==> src/rtl/alu_wb_buffer.sv <==
// Execute->writeback buffer: 2-entry FIFO of completed ALU operations plus the
// architectural NZCV register, updated when an operation requesting it is accepted.
module alu_wb_buffer #(
    parameter int unsigned BITS    = 4,
    parameter int unsigned RD_BITS = 4
) (
    input  logic               clk,
    input  logic               rst_n,
    input  logic               in_valid,
    output logic               in_ready,
    input  logic [BITS-1:0]    in_result,
    input  logic [3:0]         in_flags,
    input  logic [RD_BITS-1:0] in_rd,
    input  logic               in_we,
    input  logic               in_setf,
    input  logic               flush,
    output logic               out_valid,
    input  logic               out_ready,
    output logic [BITS-1:0]    out_result,
    output logic [RD_BITS-1:0] out_rd,
    output logic               out_we,
    output logic [3:0]         nzcv,
    output logic [1:0]         count
);

    localparam int unsigned DEPTH = 2;
    localparam int unsigned CNT_W = 2;

    typedef struct packed {
        logic [BITS-1:0]    result;
        logic [RD_BITS-1:0] rd;
        logic               we;
    } entry_t;

    entry_t             mem_q [DEPTH];
    entry_t             mem_d [DEPTH];
    logic               wptr_q, wptr_d;
    logic               rptr_q, rptr_d;
    logic [CNT_W-1:0]   count_q, count_d;
    logic [3:0]         nzcv_q, nzcv_d;
    logic               ready_q, ready_d;

    logic               push;
    logic               pop;
    logic               valid_c;
    entry_t             head_c;

    assign valid_c = (count_q != CNT_W'(0));
    assign head_c  = mem_q[rptr_q];
    assign push    = in_valid & ready_q;
    assign pop     = valid_c & out_ready;

    // Next-state: flush overrides any push/pop in the same cycle and leaves NZCV alone
    always_comb begin
        mem_d   = mem_q;
        wptr_d  = wptr_q;
        rptr_d  = rptr_q;
        count_d = count_q;
        nzcv_d  = nzcv_q;
        if (flush) begin
            wptr_d  = 1'b0;
            rptr_d  = 1'b0;
            count_d = CNT_W'(0);
        end else begin
            if (push) begin
                mem_d[wptr_q] = '{result: in_result, rd: in_rd, we: in_we};
                wptr_d        = ~wptr_q;
                if (in_setf) begin
                    nzcv_d = in_flags;
                end
            end
            if (pop) begin
                rptr_d = ~rptr_q;
            end
            case ({push, pop})
                2'b10:   count_d = count_q + CNT_W'(1);
                2'b01:   count_d = count_q - CNT_W'(1);
                default: count_d = count_q;
            endcase
        end
        ready_d = (count_d != CNT_W'(DEPTH));
    end

    always_ff @(posedge clk or negedge rst_n) begin
        if (!rst_n) begin
            for (int i = 0; i < DEPTH; i++) begin
                mem_q[i] <= '0;
            end
            wptr_q  <= 1'b0;
            rptr_q  <= 1'b0;
            count_q <= CNT_W'(0);
            nzcv_q  <= 4'b0000;
            ready_q <= 1'b0;
        end else begin
            mem_q   <= mem_d;
            wptr_q  <= wptr_d;
            rptr_q  <= rptr_d;
            count_q <= count_d;
            nzcv_q  <= nzcv_d;
            ready_q <= ready_d;
        end
    end

    // Head fields are forced to zero when the buffer is empty
    assign in_ready   = ready_q;
    assign out_valid  = valid_c;
    assign out_result = valid_c ? head_c.result : '0;
    assign out_rd     = valid_c ? head_c.rd     : '0;
    assign out_we     = valid_c ? head_c.we     : 1'b0;
    assign nzcv       = nzcv_q;
    assign count      = count_q;

endmodule

==> config.mk <==
export PLATFORM = sky130hd
export DESIGN_NAME = alu_wb_buffer
export DESIGN_NICKNAME = d
export VERILOG_FILES = /design/src/rtl/alu_wb_buffer.sv
export SDC_FILE = /design/constraint.sdc
export NUM_CORES = 1
export LEC_CHECK = 0
export ABC_AREA = 1
export ABC_CLOCK_PERIOD_IN_PS = 1200
export CELL_PAD_IN_SITES_DETAIL_PLACEMENT = 2
export CELL_PAD_IN_SITES_GLOBAL_PLACEMENT = 2
export CORE_MARGIN = 1
export CORE_UTILIZATION = 25
export CTS_CLUSTER_SIZE = 16
export DETAILED_ROUTE_END_ITERATION = 10
export PLACE_DENSITY = 0.85
export SLEW_MARGIN = 15
export SYNTH_ARGS = -nofsm -noshare
export SYNTH_HDL_FRONTEND = slang
export SYNTH_SLANG_ARGS = --single-unit
export TNS_END_PERCENT = 30
==> constraint.sdc <==
create_clock -name clk -period 1.2 [get_ports clk]
set_input_delay 0.24 -clock clk [delete_from_list [all_inputs] [get_ports clk]]
set_output_delay 0.24 -clock clk [all_outputs]
set_load 0.005 [all_outputs]
# ---- After elaboration in Yosys (flattened, before gate mapping)
# Index checks and enable logic that the tools add are counted.
dict set report totals {
  output_inout_bits 17
  register_bits 27
}
dict set report op_classes {
  magnitude_cmp 3
  n_mux 15
  reduce_logical 6
  add_sub_neg 2
  n_eq_ne 3
  n_bitwise 7
}
# cell n
set op_table {}
lappend op_table {{9-bit two-way mux} 4}
lappend op_table {{18-bit bitwise mux} 1}
lappend op_table {{9-bit demux with 1-bit select} 1}
lappend op_table {{4-bit two-way mux} 2}
lappend op_table {{2-bit nonzero test} 3}
lappend op_table {{1-bit two-way mux} 5}
lappend op_table {{2-bit greater-or-equal comparator (second input constant)} 2}
lappend op_table {{1-bit NOT with 2-bit output} 2}
lappend op_table {{2-bit case mux with 2 select lines} 1}
lappend op_table {{1-bit NOT} 3}
lappend op_table {{3-bit AND reduction} 1}
lappend op_table {{2-bit by 1-bit adder with 2-bit output (second input constant)} 1}
lappend op_table {{1-bit bitwise AND} 2}
lappend op_table {{2-bit by 1-bit == test with 1-bit output (second input constant)} 1}
lappend op_table {{2-bit == test (second input constant)} 1}
lappend op_table {{2-bit by 1-bit less-than comparator with 1-bit output (second input constant)} 1}
lappend op_table {{2-bit two-way mux} 1}
lappend op_table {{2-bit inequality test (second input constant)} 1}
lappend op_table {{2-bit AND reduction} 1}
lappend op_table {{2-bit by 1-bit subtractor with 2-bit output (second input constant)} 1}
lappend op_table {{1-bit logical AND} 1}

# ---- Logic depth before layout (Yosys ltp)
dict set report depth {
  ltp_word 6
  ltp_mapped 9
  depth_no_buf 9
}

# ---- Least setup slack after synthesis
# No wires, ideal clock.
dict set report synth_path {
  path_kind {flip-flop to flip-flop}
  from {reg count_q[0] (netlist: count[0])}
  to {reg ready_q (netlist: in_ready)}
  t_arrival_ns 1.183
  required_ns 1.068
  path_slack_ns -0.116
  n_path_buf 0
  stages_incl_launch_ff 6
  cell_sequence {dfrtp_1 nor2_1 nor2_1 ha_1 xor2_1 nand4_1}
}
dict set report synth_via {
  elab_chain_len 6
}
# element line_no
set synth_lines {}
lappend synth_lines {{start: declaration} 39} ;# logic [CNT_W-1:0] count_q, count_d;
lappend synth_lines {{start signal: assignment} 98} ;# count_q <= count_d;
lappend synth_lines {{2-bit nonzero test} 48} ;# assign valid_c = (count_q != CNT_W'(0));
lappend synth_lines {{1-bit bitwise AND} 51} ;# assign pop = valid_c & out_ready;
lappend synth_lines {{2-bit by 1-bit == test with 1-bit output or 2-bit == test (tied branches)} 75} ;# case ({push, pop})
lappend synth_lines {{2-bit case mux with 2 select lines *} 75}
lappend synth_lines {{2-bit two-way mux *} 60} ;# if (flush) begin
lappend synth_lines {{2-bit inequality test *} 81} ;# ready_d = (count_d != CNT_W'(DEPTH));
lappend synth_lines {{via ready_d} 41} ;# logic ready_q, ready_d;
lappend synth_lines {{end signal: assignment} 100} ;# ready_q <= ready_d;
lappend synth_lines {{end: declaration} 41}
# Mark *: on every way through the listed nets, which the timed path passes. The rest lies on a longest branch.
# A chain may end at the register's enable or synchronous reset.

# ---- Final worst setup path
dict set report layout_path {
  from {reg count_q[1] (netlist: count[1])}
  to {out out_we}
}
dict set report layout_via {
  elab_chain_len 2
}
# element line_no
set layout_lines {}
lappend layout_lines {{2-bit nonzero test} 48}
lappend layout_lines {{1-bit two-way mux} 109} ;# assign out_we = valid_c ? head_c.we : 1'b0;
lappend layout_lines {{end: declaration} 21} ;# output logic out_we,
# Every way passes these cells.

==> flow_summary.toml <==
[run_status]
status = "finished with violations"
violations = "setup timing"

[drt]
drtPass1Iterations = 4
finalWirelength_mm = 3.594
final_antenna_net_count = 0
vias = 1121
viasPerCell = 4.246
drcViolationCount = 0
initialDrtViolationCount = 28
wire_per_inst_um = 13.61

[synthesis]
synth_top_area_share_pct = 51.63
ys.warnings.count = 0
synthTopCellsByArea = "dfrtp_1 52%, nand2_1 13%, o21ai_2 12%"
synth.most_common_cell = "nand2_1"
syn-num-nets = 167
synth_top_area_cell = "dfrtp_1"
netlist_area_mm2 = 0.001309
synth_top_flop_cell = "dfrtp_1"
synth_edf_count = 0
synth_seq_cells = 27
yosysSeqAreaShare_pct = 51.63
synth_async_sr_flop_share_pct = 100.0
syn_area_per_cell_um2 = 8.903
synth.cells.most_frequent = "45 x nand2_1, 27 x dfrtp_1, 20 x inv_1, 18 x o21ai_2, 9 x a21oi_1"
syn-instance-count = 147
synthDistinctLibCells = 20

[timing]
skew_ps = 2.501
setup_ws_ps = -292.4
tightest_slew_ps = 294.6
period_share_pct = 124.4
slew_headroom_pct = 80.36
max_freq_mhz = 670.1
setup_violations = 31
rsz0062_at_grt = "yes"
tns_ps = -3993
drv_slew = 0
finalHoldViolations = 0
fin_crit_ps = 1492

[clock_tree]
clk_latency_ps = 270
cts_buffer_depth = 2
clock-sinks = 27
numCtsBuffers = 3
cts_htree_levels = 1
root_buffer = "clkbuf_8"
cts.reportedPaths.clkPinSlew_ps = 90
hold_buffers = 0
cts_tree = "done"

[layout]
layout-drive-gt1-share_pct = 37.56
areaGrowthSynthToFinish_pct = 50.57
num-nets-final = 218
fin_area_mm2 = 0.001971
antennaDiodeCount = 0

[worst_setup_path]
cp-end-kind = "primary output"
crit_arrival_ps = 1250
cp_data_required_time_ps = 960
start_kind = "flip-flop"
path_max_fanout = 8
critical_path_class = "reg -> out"

[floorplanning]
die_area_mm2 = 0.005529
die_x_um = 74.36
pin_count = 36
core_mm2 = 0.004880
die_h_um = 74.36
rows = 25
start_util_pct = 26.82

[run]
cap_violations = 0

[global_routing]
grtUsageMet1_pct = 17.93
grt_antenna_before_repair = 0
busiest_layer = "met2"
met3_usage_pct = 1.220
grt_overflow = 0
grt_use_total_pct = 14.13
grt_pass1_vias = 1217
gr-usage-met2_pct = 24.55
grt_start_max_net_pins = 28
grt_pass1_wl_mm = 5.720

[placed_design]
gp_congestion = 0.7486
portBuffers = 35
place_ws_ps = -445.4
place.detailed.hpwl_mm = 2.578
dpl_cell_area_mm2 = 0.001828

[power_and_ir_drop]
p_leak_uw = 0.0009437
ir_worst_vdd_mv = 0.6707
power.density_mw_per_mm2 = 2100

[min_path]
hold_class = "in -> async"
flip-flops by register name (all words and copies together), names as in the netlist:
signal and flops:
mem_q 18, in_ready 1, nzcv 4, rptr_q 1, wptr_q 1, count 2
final cells by class:
cell class | instances | area (um2)
Clock buffer | 4 | 45.04
Fill cell | 562 | 2909
Inverter | 23 | 90.09
Multi-Input combinational cell | 93 | 615.6
Sequential cell | 27 | 675.6
Tap cell | 67 | 83.83
Timing Repair Buffer | 50 | 460.4
report_power, final:
group	leakage (uW)	internal, uW	switching, uW
clock network	0.0000228	238	275
registers	0.000336	1270	234
logic	0.000585	1060	1060
total	0.000944	2570	1570
final timing paths:
kind | endpoint | depth (start not counted) | slack (ps) | start
min in group clk | mem_q[1] | 2 | 490 | mem_q[1]
setup reg to reg | count[1] | 9 | -270 | count[1]
max in group asynchronous | mem_q[17] | 2 | 720 | rst_n
setup / recovery | out_we | 5 | -290 | count[1]
hold reg to reg | mem_q[1] | 2 | 490 | mem_q[1]
hold / removal | mem_q[16] | 2 | 320 | rst_n
cells in the final DEF (no fill, tap or decap), drive strengths merged:
cell | synthesis | layout
nand2 | 46 | 46
dfrtp | 27 | 27
buf | 4 | 25
o21ai | 23 | 23
inv | 21 | 22
clkdlybuf4s50 | 0 | 18
a21oi | 9 | 9
clkbuf | 0 | 6
nor2 | 5 | 5
clkdlybuf4s15 | 0 | 4
nand3 | 4 | 4
nand4 | 2 | 2
clkinv | 2 | 1
xor2 | 1 | 1
nand3b | 1 | 1
nor3 | 1 | 1
ha | 1 | 1
dlygate4sd2 | 0 | 1
per-layer routing:
| layer | wire, um | share of wire (%) |
|---|---|---|
| met5 | 0 | 0 |
| met2 | 1869 | 52 |
| met1 | 1563 | 43 |
| met3 | 96 | 2.7 |
| met4 | 64 | 1.8 |
through the flow:
| step | hold WS, ps | power [uW] | utilization, % | cells |
|---|---|---|---|---|
| 4_1_cts | 329.8 | 3946 | 38.72 | 264 |
| 6_report | 322.8 | 4139 | 40.38 | 264 |
| 3_5_place_dp | 472.7 | 3349 | 37.46 | 257 |
| 3_3_place_gp | 466.7 | 3251 | 37.46 | 257 |
| 2_1_floorplan | -55.59 | 2353 | - | 147 |
| 5_1_grt | 329.4 | 4474 | 40.38 | 264 |
critical path, stage by stage (launching register included):
cell     delay [ps]
dfrtp_1         410
nor2_4           60
buf_12          130
buf_12          140
a21oi_4         110
buf_2           130
repair_timing:
| action | in CTS | in global routing |
|---|---|---|
| pin swaps | 3 | 4 |
| endpoints found under the setup margin | 33 | 41 |
| gates resized for setup | 60 | 26 |
| hold endpoints to repair | 0 | 0 |
| setup buffers | 3 | 0 |
kinds of logic after synthesis:
family	after synthesis	synth area share [%]
and+or+nand+nor	59	20.17
xor gates and xnor gates	1	0.6693
AOI/OAI and AO/OA	32	17.40
DFF	27	51.63
buffers and inverters	27	9.177
adders and majority gates	1	0.9559
(Power assumes the default switching activity.)
